[src/rtl/muldiv_seq.sv]
// Sequential multiply/divide unit for a MIPS-style EX stage.
// MULT/MULTU use shift-add and DIV/DIVU use restoring division. Each runs
// for 32 iterations, one per clock. Divide by zero is short-circuited to a
// zero result. Results are presented as {HI,LO} while in DONE.
module muldiv_seq (
   input  logic        clk,
   input  logic        rst,
   input  logic        start_i,
   input  logic [1:0]  op_i,
   input  logic [31:0] opa_i,
   input  logic [31:0] opb_i,
   input  logic        annul_i,
   output logic [63:0] result_o,
   output logic        ready_o,
   output logic        stallreq_o,
   output logic        busy_o
);

   typedef enum logic [1:0] {IDLE, DIVZERO, CALC, DONE} state_t;

   state_t      state_reg, state_next;
   logic [5:0]  cnt_reg;
   logic [1:0]  op_reg;
   logic        sign_a_reg, sign_b_reg;
   logic [31:0] mag_a_reg, mag_b_reg;
   logic [64:0] acc_reg;
   logic [63:0] result_reg;

   logic        in_signed, in_sign_a, in_sign_b;
   logic [31:0] in_mag_a, in_mag_b;
   logic [32:0] mul_sum;
   logic [63:0] mul_next;
   logic [64:0] div_shift, div_next, acc_step;
   logic [32:0] div_trial;
   logic [31:0] quot, rem;
   logic [63:0] prod;
   logic [63:0] result_fix;
   logic        stall;

   // Operand magnitudes and signs as they will be latched (signed ops only)
   always_comb begin
      in_signed = ~op_i[0];
      in_sign_a = in_signed & opa_i[31];
      in_sign_b = in_signed & opb_i[31];
      in_mag_a  = in_sign_a ? (~opa_i + 32'd1) : opa_i;
      in_mag_b  = in_sign_b ? (~opb_i + 32'd1) : opb_i;
   end

   // One iteration step: shift-add multiply or restoring divide
   always_comb begin
      mul_sum   = {1'b0, acc_reg[63:32]} + (acc_reg[0] ? {1'b0, mag_a_reg} : 33'd0);
      mul_next  = {mul_sum, acc_reg[31:1]};
      div_shift = {acc_reg[63:0], 1'b0};
      div_trial = div_shift[64:32] - {1'b0, mag_b_reg};
      div_next  = div_trial[32] ? div_shift : {div_trial, div_shift[31:1], 1'b1};
      acc_step  = op_reg[1] ? div_next : {1'b0, mul_next};
   end

   // Sign correction applied to the final iteration's value on entry to DONE
   always_comb begin
      quot = acc_step[31:0];
      rem  = acc_step[63:32];
      prod = acc_step[63:0];
      if (op_reg[1]) begin
         result_fix = {(sign_a_reg ? (~rem + 32'd1) : rem),
                       ((sign_a_reg ^ sign_b_reg) ? (~quot + 32'd1) : quot)};
      end else begin
         result_fix = (sign_a_reg ^ sign_b_reg) ? (~prod + 64'd1) : prod;
      end
   end

   // State register
   always_ff @(posedge clk) begin
      if (rst) state_reg <= IDLE;
      else     state_reg <= state_next;
   end

   // Next-state and stall request; annul forces IDLE from any state
   always_comb begin
      state_next = state_reg;
      stall      = 1'b0;
      case (state_reg)
         IDLE: begin
            if (start_i && !annul_i) begin
               stall      = 1'b1;
               state_next = (op_i[1] && (opb_i == 32'd0)) ? DIVZERO : CALC;
            end
         end
         DIVZERO: begin
            stall      = 1'b1;
            state_next = DONE;
         end
         CALC: begin
            stall = 1'b1;
            if (cnt_reg == 6'd31) state_next = DONE;
         end
         DONE: begin
            if (!start_i) state_next = IDLE;
         end
         default: state_next = IDLE;
      endcase
      if (annul_i) state_next = IDLE;
   end

   // Operand latch, iteration datapath and result register
   always_ff @(posedge clk) begin
      if (rst) begin
         cnt_reg    <= 6'd0;
         op_reg     <= 2'd0;
         sign_a_reg <= 1'b0;
         sign_b_reg <= 1'b0;
         mag_a_reg  <= 32'd0;
         mag_b_reg  <= 32'd0;
         acc_reg    <= 65'd0;
         result_reg <= 64'd0;
      end else if (annul_i) begin
         cnt_reg    <= 6'd0;
         result_reg <= 64'd0;
      end else begin
         case (state_reg)
            IDLE: begin
               if (start_i) begin
                  cnt_reg    <= 6'd0;
                  op_reg     <= op_i;
                  sign_a_reg <= in_sign_a;
                  sign_b_reg <= in_sign_b;
                  mag_a_reg  <= in_mag_a;
                  mag_b_reg  <= in_mag_b;
                  // Multiplier or dividend starts in the low word
                  acc_reg    <= {33'd0, (op_i[1] ? in_mag_a : in_mag_b)};
               end
            end
            CALC: begin
               acc_reg <= acc_step;
               cnt_reg <= cnt_reg + 6'd1;
               if (cnt_reg == 6'd31) result_reg <= result_fix;
            end
            DIVZERO: result_reg <= 64'd0;
            default: ;
         endcase
      end
   end

   // Outputs are only meaningful in DONE
   always_comb begin
      ready_o    = (state_reg == DONE);
      result_o   = ready_o ? result_reg : 64'd0;
      busy_o     = (state_reg != IDLE);
      stallreq_o = stall;
   end

endmodule

[config.mk]
export PLATFORM = sky130hd
export DESIGN_NAME = muldiv_seq
export DESIGN_NICKNAME = d
export VERILOG_FILES = /design/src/rtl/muldiv_seq.sv
export SDC_FILE = /design/constraint.sdc
export NUM_CORES = 1
export LEC_CHECK = 0
export CAP_MARGIN = 20
export CORE_MARGIN = 1
export CORE_UTILIZATION = 40
export DETAILED_ROUTE_END_ITERATION = 7
export SKIP_LAST_GASP = 1
export SLEW_MARGIN = 25
export SYNTH_ARGS = -nofsm -noshare
export SYNTH_HDL_FRONTEND = slang
export SYNTH_SLANG_ARGS = --single-unit
[constraint.sdc]
create_clock -name clk -period 4.56 [get_ports clk]
set_input_delay 0.912 -clock clk [delete_from_list [all_inputs] [get_ports clk]]
set_output_delay 0.912 -clock clk [all_outputs]
set_load 0.02 [all_outputs]
==> results of run 1 <==
power breakdown:
part / switching (mW) / internal, mW
clock: 0.902 / 1.36
combinational: 1.07 / 0.650
sequential: 0.0794 / 1.85
total: 2.06 / 3.87
worst max path at each step:
stage	start	end
floorplan	acc_reg[31]$_SDFFE_PP0P_	result_reg[62]$_SDFFE_PP0P_
global placement	acc_reg[37]$_SDFFE_PP0P_	result_reg[63]$_SDFFE_PP0P_
detailed placement	mag_b_reg[1]$_SDFFE_PP0P_	result_reg[63]$_SDFFE_PP0P_
CTS	acc_reg[31]$_SDFFE_PP0P_	result_reg[54]$_SDFFE_PP0P_
global route	mag_b_reg[10]$_SDFFE_PP0P_	result_reg[63]$_SDFFE_PP0P_
finish	acc_reg[0]$_SDFFE_PP0P_	result_reg[63]$_SDFFE_PP0P_
synth_stat cells, types with 37 or more instances:
library cell / instances / area share
nor2_1: 304 / 0.068
dfxtp_1: 203 / 0.24
nand2_1: 175 / 0.039
a21oi_1: 160 / 0.047
and2_1: 113 / 0.042
clkbuf_1: 112 / 0.025
o21ai_0: 100 / 0.030
xnor2_1: 97 / 0.050
a211oi_1: 95 / 0.042
nor3_1: 87 / 0.026
ha_1: 74 / 0.055
xor2_1: 68 / 0.035
inv_1: 67 / 0.015
a22oi_1: 55 / 0.024
mux2i_1: 45 / 0.027
nand3_1: 40 / 0.012
a21o_1: 38 / 0.017
a31oi_1: 37 / 0.014
metrics by stage:
step / power, mW / area, µm² / cells / TNS (ns)
finish: 5.92 / 21400 / 3115 / 0
global route: 6.13 / 21400 / 3115 / 0
CTS: 5.89 / 21200 / 3109 / 0
detailed placement: 3.63 / 20300 / 3061 / 0
global placement: 3.62 / 20300 / 3061 / -0.0840
floorplan: 2.90 / 16900 / 2284 / 0
timing repair:
item / 4_1_cts / 5_1_grt
gates resized for setup: 1 / 42
cloned: 0 / 0
hold buffers: 0 / 0
pin swaps: 0 / 15
setup buffers: 0 / 6
endpoints found under the setup margin: 1 / 22
kinds of logic (layout without fill, tap and decap cells):
kind of cell,Yosys count,after routing,share of synthesized area
AO/OA/AOI/OAI,672,672,0.275
XOR/XNOR,165,165,0.0855
adder cells (fa/ha/maj),76,76,0.0572
buffers and inverters,220,519,0.0526
flip-flops,203,203,0.240
multiplexers,53,53,0.0321
AND/OR/NAND/NOR,895,895,0.257
layer usage:
| metal | wire (µm) | share of wire | up-vias | GRT usage |
|---|---|---|---|---|
| met2 | 33100 | 0.45 | 735 | 0.541 |
| met3 | 4440 | 0.060 | 155 | 0.0337 |
| li1 | - | - | 8847 | - |
| met1 | 32600 | 0.44 | 8903 | 0.451 |
| met5 | 13 | 0.00018 | - | 0 |
| met4 | 3670 | 0.050 | 2 | 0.145 |
layout make-up:
class | count | area, µm²
fill | 4191 | 19900
clock buffer | 35 | 734
tap | 532 | 666
inverter | 69 | 259
timing repair buffer | 402 | 3380
sequential | 203 | 4070
clock inverter | 13 | 196
multi-input combinational | 1861 | 12100
worst max-delay path: stages (launching register included):
cell and delay (ns):
dfxtp_2 0.36, and2_1 0.17, ha_1 0.20, fa_1 0.40, a21o_1 0.21, a221oi_2 0.24, buf_4 0.16, buf_4 0.13
o211ai_1 0.12, nand2_1 0.10, xor2_1 0.14, buf_4 0.16, nand2_1 0.09, o31ai_1 0.39, nand3_2 0.17, or4b_4 0.55
o41a_1 0.35, o21a_1 0.19, o31ai_2 0.15
==> qor.csv, run 1 <==
stage;metric;value;unit
final_layout;commonest non-fill, non-tap cell in the layout;nor2_1;
synth;Synth Instances;2284;
final_layout;nets;2709;
clock_network;CTS tree;yes;
worst_hold_path;Worst Hold Depth;2;
power_and_ir_drop;power per cell area;276;mW/mm²
sta;Worst Skew;0.0218;ns
sta;setup repair after global routing missed its margin;true;
clock_network;root buf cell;clkbuf_16;
route;post-DR vias/cell;5.98;
grt;initial antenna violation count;4;
route;vias;18642;
route;First-pass DRT Iterations;6;
final_layout;Finished Core Util;0.519;
route;DRC;0;
grt;first-pass GRT wire length;110;mm
clock_network;CTS clk-pin slew, worst paths;0.06;ns
setup_path;Crit Path Class;register to register;
placed_design;# port buffers;136;
worst_hold_path;HP Start;result_reg[58]$_SDFFE_PP0P_;
grt;gr usage total;0.335;
setup_path;Critical Path RT;5.04;ns
route;initial DRC count;1815;
clock_network;clk_lat worst skew;0.58;ns
synth;Syn Std Cell Area;0.0169;mm²
clock_network;Num CTS Buffers;26;
route;Routed WL;73.8;mm
floorplanning;DIE HEIGHT;208;µm
setup_path;RR Startpoint;acc_reg[0]$_SDFFE_PP0P_;
synth;Post-synth EDFFs;0;
flow_run;maxcap violations;0;
sta;fin worst setup slack;0.185;ns
final_layout;layout cells sized above 1;0.156;
synth;prevailing post-synth register cell;dfxtp_1;
placed_design;Routability Congestion;1.02;
sta;final hold violation count;0;
synth;Mapped Nets;2430;
floorplanning;Initial Utilization;0.409;
floorplanning;core area;0.0413;mm²
setup_path;R2R depth;18;
synth;FF+latch count, synth;203;
sta;min Tclk post-route;4.37;ns
setup_path;Worst R2R End;result_reg[63]$_SDFFE_PP0P_;
synth;Cell variety after synth;100;
worst_hold_path;Hold Path Class;register to register;
setup_path;CP endpoint kind;register;
power_and_ir_drop;Leakage;8.53;nW
sta;fin crit share;0.959;
setup_path;Max Fanout on Critical Path;9;
synth;syn_area_per_cell;7.40;µm²
setup_path;Critical Path AT;4.86;ns
placed_design;DP Worst Slack;0.0123;ns
sta;Worst-Margin Slew;0.935;ns
final_layout;# diodes;0;
power_and_ir_drop;maximum vdd drop;0.000229;V
sta;final setup vio count;0;
floorplanning;Die ar.;0.0431;mm²
grt;largest net degree at the start of global routing;96;
synth;yosys warns;0;
grt;vias in the first global route;17464;
sta;Hold Slack;0.442;ns
floorplanning;I/O pin cnt;137;
sta;fmax;229;MHz
synth;sequential area share after synthesis;0.240;
clock_network;buffers from clock root to sink, at most;3;
route;routed len/inst;23.7;µm
setup_path;crit path launch type;register;
worst_hold_path;Worst Hold End;result_reg[58]$_SDFFE_PP0P_;
clock_network;H-Tree Depth;1;
floorplanning;Chip Width;208;µm
sta;max-slew violation count;0;
grt;GR Overflow Total;0;
synth;fraction of registers with async set/reset;0;
final_layout;area delta synth->final;26.9;%
floorplanning;# rows;74;
sta;relative slew slack;0.377;
final_layout;most frequent cells in the layout;301 x nor2_1, 263 x buf_4, 200 x dfxtp_1;
clock_network;CTS sink count;203;
setup_path;R2R Setup Slk;0.19;ns
placed_design;DPL Wire Length;58.7;mm
outcome;status;finished clean;
route;DRT antenna net count;0;
(Power assumes the default switching activity.)
==> run 2: changes to the inputs <==
CORE_UTILIZATION = 45   (was 40)
PLACE_DENSITY = 0.67   (was unset)
==> qor.csv, run 2 (synthesized netlist as in run 1, its figures left out) <==
stage;metric;value;unit
grt;gr usage total;0.364;
grt;met1 Resource Use GR;0.498;
sta;fin crit share;0.980;
clock_network;hold-fix buffers at CTS;0;
route;vias;18706;
clock_network;CTS clk-pin slew, worst paths;0.06;ns
sta;Worst-Margin Slew;0.983;ns
clock_network;CTS tree;yes;
floorplanning;I/O pin cnt;137;
final_layout;commonest non-fill, non-tap cell in the layout;nor2_1;
floorplanning;core area;0.0368;mm²
placed_design;placed inst area;0.0200;mm²
clock_network;H-Tree Depth;1;
route;routed len/inst;23.6;µm
final_layout;Finished Core Util;0.575;
clock_network;buffers from clock root to sink, at most;3;
route;initial DRC count;2004;
clock_network;Num CTS Buffers;24;
setup_path;CP endpoint kind;register;
setup_path;WP buf/inv;4;
setup_path;critical path depth;18;
final_layout;filler instances;3473;
grt;met3 Track Usage GR;0.0395;
grt;met2 usage;0.562;
setup_path;slowest CP cell;o41a_1;
power_and_ir_drop;Pint;3.68;mW
setup_path;Max Fanout on Critical Path;4;
final_layout;area delta synth->final;25.1;%
setup_path;delay-heaviest family, CP;compound AO/OA/AOI/OAI gates;
floorplanning;Initial Utilization;0.459;
route;First-pass DRT Iterations;8;
setup_path;Critical Path RT;5.03;ns
final_layout;layout cells sized above 1;0.149;
setup_path;crit path launch type;register;
sta;Hold Slack;0.442;ns
power_and_ir_drop;Clk pwr share;0.364;
sta;final hold violation count;0;
sta;fmax;224;MHz
grt;busiest grt layer;met2;
clock_network;root buf cell;clkbuf_16;
power_and_ir_drop;Sw Share;0.352;
flow_run;maxcap violations;0;
grt;initial antenna violation count;2;
floorplanning;DIE HEIGHT;196;µm
setup_path;RR Startpoint;mag_b_reg[0]$_SDFFE_PP0P_;
power_and_ir_drop;Gate power share;0.296;
floorplanning;Die ar.;0.0383;mm²
route;DRC;0;
final_layout;area of the multi-input gates;0.0122;mm²
setup_path;Critical Path AT;4.94;ns
final_layout;# diodes;0;
power_and_ir_drop;power per cell area;268;mW/mm²
power_and_ir_drop;Leakage;8.33;nW
setup_path;crit path cell chain;ha_1 -> inv_1 -> fa_2 -> a211oi_4 -> buf_4 -> nor2_1 -> a211oi_2 -> nor4_1 -> a2111oi_1 -> buf_4 -> xor2_2 -> a31oi_2 -> a211oi_2 -> buf_4 -> nand4_1 -> o41a_1 -> o21a_1 -> o31ai_2;
power_and_ir_drop;maximum vdd drop;0.000275;V
placed_design;# port buffers;136;
sta;min Tclk post-route;4.47;ns
sta;Worst Skew;0.0158;ns
route;DRT antenna net count;0;
setup_path;critical path's most frequent cell;buf_4;
sta;fin worst setup slack;0.0923;ns
power_and_ir_drop;total power;5.68;mW
grt;first-pass GRT wire length;107;mm
power_and_ir_drop;Sw Pwr;2.00;mW
setup_path;R2R depth;18;
sta;final setup vio count;0;
placed_design;DP Worst Slack;-0.0716;ns
placed_design;Routability Congestion;1.04;
grt;vias in the first global route;17489;
setup_path;Worst R2R End;result_reg[63]$_SDFFE_PP0P_;
worst_hold_path;Hold Path Class;register to register;
sta;max-slew violation count;0;
grt;GR Overflow Total;0;
route;post-DR vias/cell;6.20;
final_layout;most frequent cells in the layout;301 x nor2_1, 235 x buf_4, 200 x dfxtp_1;
setup_path;critical path endpoint;result_reg[63]$_SDFFE_PP0P_;
placed_design;DPL Wire Length;56.0;mm
sta;relative slew slack;0.345;
clock_network;CTS sink count;203;
floorplanning;# rows;70;
setup_path;R2R Setup Slk;0.09;ns
sta;setup repair after global routing missed its margin;true;
setup_path;crit path from;mag_b_reg[0]$_SDFFE_PP0P_;
outcome;status;finished clean;
setup_path;CP max stage delay;0.49;ns
power_and_ir_drop;sequential fraction of design power;0.340;
final_layout;Seq. cell area;0.00407;mm²
grt;largest net degree at the start of global routing;96;
setup_path;Crit Path Class;register to register;
route;Routed WL;71.2;mm
final_layout;design area;0.0211;mm²
floorplanning;Chip Width;196;µm
final_layout;nets;2678;
clock_network;clk_lat worst skew;0.57;ns
run 2: changes by cell type in the layout (fill, tap and decap cells not counted), moves of 3 or more:
cell	change
buf_4	-28
clkbuf_1	-3
ha_1	-7
ha_4	+5
run 2: power groups by stage:
stage               logic, mW  clock network (mW)  registers (mW)
floorplan               0.970                   0            1.93
global placement         1.60                   0            1.96
detailed placement       1.60                   0            1.97
CTS                      1.62                2.09            1.93
global route             1.79                2.14            1.94
finish                   1.68                2.06            1.93
run 2: worst min-delay path by stage:
stage | start | end | slack [ns] | cells past startpoint
4_1_cts | result_reg[47]$_SDFFE_PP0P_ | result_reg[47]$_SDFFE_PP0P_ | 0.45 | 2
3_3_place_gp | result_reg[47]$_SDFFE_PP0P_ | result_reg[47]$_SDFFE_PP0P_ | 0.43 | 2
2_1_floorplan | result_reg[27]$_SDFFE_PP0P_ | result_reg[27]$_SDFFE_PP0P_ | 0.42 | 2
6_report | result_reg[51]$_SDFFE_PP0P_ | result_reg[51]$_SDFFE_PP0P_ | 0.44 | 2
3_5_place_dp | result_reg[51]$_SDFFE_PP0P_ | result_reg[51]$_SDFFE_PP0P_ | 0.43 | 2
5_1_grt | result_reg[42]$_SDFFE_PP0P_ | result_reg[42]$_SDFFE_PP0P_ | 0.47 | 2
run 2: through the flow:
step / instances / TNS (ns)
after floorplan: 2284 / 0
after global placement: 2971 / -0.294
after detailed placement: 2971 / -0.202
after CTS: 3014 / 0
after global routing: 3017 / -0.0406
final: 3017 / 0
run 2: area by class of cell:
class / instances / area share
clock buffer: 31 / 0.0325
clock inverter: 12 / 0.00710
inverter: 69 / 0.0123
multi-input combinational: 1861 / 0.578
sequential: 203 / 0.193
tap: 468 / 0.0277
timing repair buffer: 373 / 0.150
run 2: repair_timing:
action                                  4_1_cts  5_1_grt
endpoints found under the setup margin        8       17
gates resized for setup                       7       45
pin swaps                                     1       13
buffers inserted                              0        3
run 2: layer usage:
metal / routed length [µm] / part of all wire / up-vias
li1: - / - / 8774
met3: 4950 / 0.069 / 186
met2: 30600 / 0.43 / 845
met1: 31200 / 0.44 / 8901
met5: 0 / 0 / -
met4: 4400 / 0.062 / 0
run 2: tightest hold or removal path, delay by kind of cell, from the launching register on:
| kind | cells | cell delay, ns |
|---|---|---|
| AOI/OAI and AO/OA | 1 | 0.05 |
| DFF | 1 | 0.32 |
| and+or+nand+nor | 1 | 0.04 |
==> variant 1, RTL diff (config.mk and constraints of run 2) <==
The 4 states of `state_t` get a one-hot encoding in 4 bits.
--- a/src/rtl/muldiv_seq.sv
+++ b/src/rtl/muldiv_seq.sv
@@ -16,7 +16,7 @@
    output logic        busy_o
 );
 
-   typedef enum logic [1:0] {IDLE, DIVZERO, CALC, DONE} state_t;
+   typedef enum logic [3:0] {IDLE = 4'b0001, DIVZERO = 4'b0010, CALC = 4'b0100, DONE = 4'b1000} state_t;
 
    state_t      state_reg, state_next;
    logic [5:0]  cnt_reg;
Behaviour: same outputs for any inputs over 4 cycles, from zero or initial values and one cycle with rst high; so few cycles prove little.
==> variant 1 against run 2 <==
Worst setup slack gained 0.015 ns. Synthesized cell count decreased by 3.9%. Critical endpoint is now result_reg[50]$_SDFFE_PP0P_. Area after synthesis down 3.7%. Via count down 6.4%. Largest cell class unchanged. Count of clock-buffer cells in the layout grew 2. Power decreased by 7.4%. Wire length is 12% lower. Cell area is 4.2% lower. Sequential cell count rose by 2. Clock power about the same.
==> variant 1: results (changes against run 2) <==
| Metric | Value |
|---|---|
| 1st-iter DRT viols | `1,746 (-13%)` |
| Grt ovf | `0 (unchanged)` |
| Root Driver | `clkbuf_16` |
| Rel. slew slack | `0.369 (+0.0244)` |
| Destination of the worst hold path | `result_reg[56]$_SDFFE_PP0P_` |
| First-pass GRT wire length | `94,400 um (-11%)` |
| 1st-pass router iterations | `8 (unchanged)` |
| Dpl hpwl | `49,000 um (-13%)` |
| Wire length per cell | `21.6 um (-8.6%)` |
| Post-synth net total | `2,336 (-3.9%)` |
| Top post-synthesis cells by count | `nor2_1, dfxtp_1, nand2_1, a21oi_1, o21ai_0` |
| Port bufs | `136 (unchanged)` |
| CP max-delay cell | `o41a_1` |
| HP Start | `result_reg[56]$_SDFFE_PP0P_` |
| Worst-skew pair later-pin latency | `0.55 ns (-0.02 ns)` |
| Fill cell count | `3,369 (-3.0%)` |
| Synth warn | `0 (unchanged)` |
| Max Clock Skew | `0.0124 ns (-0.00337 ns)` |
| Ant diodes | `0 (unchanged)` |
| CP peak stage delay | `0.48 ns` |
| Yosys cell types | `99 (-1.0%)` |
| Critical Path AT | `4.86 ns (-0.08 ns)` |
| Placed Instance Area | `19,200 um2 (-4.3%)` |
| Outcome | `completed` |
| Htree depth | `1 (unchanged)` |
| Crit-path max FO | `8 (+4)` |
| Hold path depth | `2 (unchanged)` |
| Lkg Pwr | `7.86 nW (-5.6%)` |
| Synth top area cells | `dfxtp_1, nor2_1, ha_1` |
| Setup Crit Path Kind | `flop to flop` |
| Routability Congestion | `1.02 (-1.5%)` |
| Share of cells above drive strength 1 | `0.135 (-0.0138)` |
| DR vias/cell | `6.04 (-2.6%)` |
| R2r endpoint | `result_reg[50]$_SDFFE_PP0P_` |
| Crit path max-delay family | `compound AO/OA/AOI/OAI gates` |
| Initial antenna violation count | `0 (-2)` |
| Vias in the first global route | `16.3k (-6.5%)` |
| Post-synthesis sequential area ratio | `0.252 (+0.0118)` |
| Overall routing resource usage | `0.332 (-0.0319)` |
| Reg2reg setup slack | `0.11 ns` |
| Clk slew on worst S/H paths | `0.06 ns (about the same)` |
| Post-Syn Area | `16,300 um2 (-3.7%)` |
| TritonCTS Buffers | `25 (+4.2%)` |
| HP Class | `flop to flop` |
| Final nets | `2,564 (-4.3%)` |
| Largest net degree at the start of global routing | `106 (+10%)` |
| Async SR Flop Fraction | `0 (unchanged)` |
| Slew Viols, Final | `0 (unchanged)` |
| Reg2Reg Launch Point | `acc_reg[31]$_SDFFE_PP0P_` |
| Max VDD drop | `262 uV (-4.7%)` |
| CTS Buffer Depth | `3 (unchanged)` |
variant 1: through the flow:
step / std cells / hold WS [ns] / setup WS, ns / power (mW)
floorplan: 2195 / 0.417 / 0.0555 / 2.69
global placement: 2847 / 0.428 / 0.104 / 3.18
detailed placement: 2847 / 0.436 / 0.0314 / 3.19
CTS: 2891 / 0.446 / 0.0296 / 5.22
global route: 2901 / 0.470 / -0.102 / 5.43
finish: 2901 / 0.442 / 0.107 / 5.26
variant 1: metal layers:
| layer | routed length [um] | global-route usage | vias up |
|---|---|---|---|
| li1 | - | - | 8318 |
| met4 | 3160 | 0.152 | 0 |
| met2 | 28500 | 0.546 | 723 |
| met1 | 27000 | 0.433 | 8316 |
| met5 | 0 | 0 | - |
| met3 | 3910 | 0.0378 | 155 |
variant 1: final cells by class:
cell class,count,area [um2],area share
clock inverters,11,126,0.00624
flip-flops and latches,205,4110,0.203
inverters,63,236,0.0117
repair buffers,337,2950,0.146
well taps,461,577,0.0285
multi-input cells,1791,11500,0.570
clock buffers,33,706,0.0348
variant 1: cells by family after synthesis:
family          share of synthesized area
fa+ha+maj                          0.0555
xor+xnor                           0.0910
mux                                0.0285
buf+inv                            0.0493
simple gates                        0.247
compound gates                      0.276
flops                               0.252
variant 1: what timing repair did:
| action | in CTS | in global routing |
|---|---|---|
| setup buffers | 0 | 10 |
| pin swaps | 0 | 19 |
| resized for setup | 1 | 46 |
| setup endpoints to repair | 2 | 24 |
variant 1: report_power, final:
| group | internal (mW) | switching, mW |
|---|---|---|
| Combinational | 0.498 | 0.790 |
| Sequential | 1.86 | 0.0536 |
| Clock | 1.20 | 0.853 |
==> variant 2, RTL diff (settings of run 2) <==
Made on the original files. Reset style: asynchronous (`rst`), changed in 2 clocked blocks.
--- a/src/rtl/muldiv_seq.sv
+++ b/src/rtl/muldiv_seq.sv
@@ -70,7 +70,7 @@
    end
 
    // State register
-   always_ff @(posedge clk) begin
+   always_ff @(posedge clk or posedge rst) begin
       if (rst) state_reg <= IDLE;
       else     state_reg <= state_next;
    end
@@ -103,7 +103,7 @@
    end
 
    // Operand latch, iteration datapath and result register
-   always_ff @(posedge clk) begin
+   always_ff @(posedge clk or posedge rst) begin
       if (rst) begin
          cnt_reg    <= 6'd0;
          op_reg     <= 2'd0;
Check against the original RTL: differs if rst is asserted again (counterexample within 4 cycles, from zero or initial values and one cycle with rst high); with rst held inactive, the same outputs for 10 cycles.
==> variant 2 against run 2 <==
Cell area shrank 2.5%. Largest cell class unchanged. Area after synthesis shrank 1.5%. Critical path type unchanged. Wire length shrank 12%. Worst setup slack gained 0.0075 ns. Sequential cell count is the same. Sequential share of layout area grew 5.4 points.
Power is not compared: it rests on default switching activity, and its combinational part moved more than twofold at a synthesized area within 25%.
==> variant 2: results (changes against run 2) <==
| Metric | Value |
|---|---|
| Post-synth net total | `2,237 (-7.9%)` |
| Routability Congestion | `1.02 (-1.8%)` |
| Worst hold margin | `0.468 ns (+0.0257 ns)` |
| Gate Count Post-Synth | `2,091 (-8.5%)` |
| First-pass GRT wire length | `96,200 um (-9.8%)` |
| Met3 wire length | `4440 um (-10%)` |
| Yosys cell types | `106 (+6.0%)` |
| Final nets | `2,466 (-7.9%)` |
| 1st-iter DRT viols | `1,682 (-16%)` |
| R2r endpoint | `result_reg[59]$_DFFE_PP0P_` |
| 1st-pass router iterations | `6 (-2)` |
| Tcrit/Tclk final | `0.978 (-0.00165)` |
| Async SR Flop Fraction | `1.00 (+1.00)` |
| Dpl hpwl | `48,900 um (-13%)` |
| Post-cts resize count | `0 (-7)` |
| Worst-skew pair later-pin latency | `0.54 ns (-0.03 ns)` |
| Top post-synthesis cells by count | `nand2_1, o21ai_0, dfrtp_1, a21oi_1, nor2_1` |
| Met2 routed WL | `27,500 um (-10%)` |
| Max Clock Skew | `0.0165 ns (+0.000712 ns)` |
| Crit path max-delay family | `simple AND/OR/NAND/NOR gates` |
| Destination of the worst hold path | `result_reg[53]$_DFFE_PP0P_` |
| Placed cell count | `2,749 (-7.5%)` |
| Fill cell count | `3,406 (-1.9%)` |
| Routed wire length | `62,500 um (-12%)` |
| Share of cells above drive strength 1 | `0.140 (-0.00879)` |
| Critical Path AT | `4.92 ns (-0.02 ns)` |
| Worst R2R Path Depth | `16 (-2)` |
| Placed Instance Area | `19,500 um2 (-2.8%)` |
| Crit path to | `result_reg[59]$_DFFE_PP0P_` |
| DR vias/cell | `6.08 (-1.9%)` |
| Met1 Resource Use GR | `0.456 (-0.0413)` |
| Vias in the first global route | `16.3k (-6.8%)` |
| Met2 GRT Util | `0.507 (-0.0558)` |
| HP Start | `result_reg[53]$_DFFE_PP0P_` |
| CP max-delay cell | `dfrtp_1` |
| Initial antenna violation count | `0 (-2)` |
| Post-Layout Cell Count | `2,806 (-7.0%)` |
| Final Instance Area | `20,600 um2 (-2.5%)` |
| CP Launch Point | `acc_reg[44]$_DFFE_PP0P_` |
| Outcome | `completed` |
| Global Route met3 Usage | `0.0406 (+0.00106)` |
| Post-synthesis sequential area ratio | `0.305 (+0.0646)` |
variant 2: changes by cell type after synthesis, moves of 15 or more:
cell	run 2	this run
a211oi_1	95	13
a21o_1	38	23
a22oi_1	55	1
a31oi_1	37	20
clkbuf_1	112	85
dfrtp_1	0	203
dfxtp_1	203	0
nand2_1	175	271
nor2_1	304	153
nor3_1	87	50
o21ai_0	100	237
xnor2_1	97	76
xor2_1	68	84
variant 2: area by class of cell:
cell class	count	area share
Timing Repair Buffer	318	0.136
Clock inverter	11	0.00734
Sequential cell	203	0.247
Tap cell	468	0.0284
Multi-Input combinational cell	1710	0.537
Clock buffer	33	0.0327
Inverter	63	0.0116
variant 2: kinds of logic after synthesis:
| logic type | Yosys count | synth area share |
|---|---|---|
| AOI/OAI and AO/OA | 654 | 0.250 |
| xor gates and xnor gates | 160 | 0.0842 |
| adders and majority gates | 76 | 0.0580 |
| buffers and inverters | 178 | 0.0434 |
| DFF | 203 | 0.305 |
| muxes | 48 | 0.0301 |
| and+or+nand+nor | 772 | 0.230 |
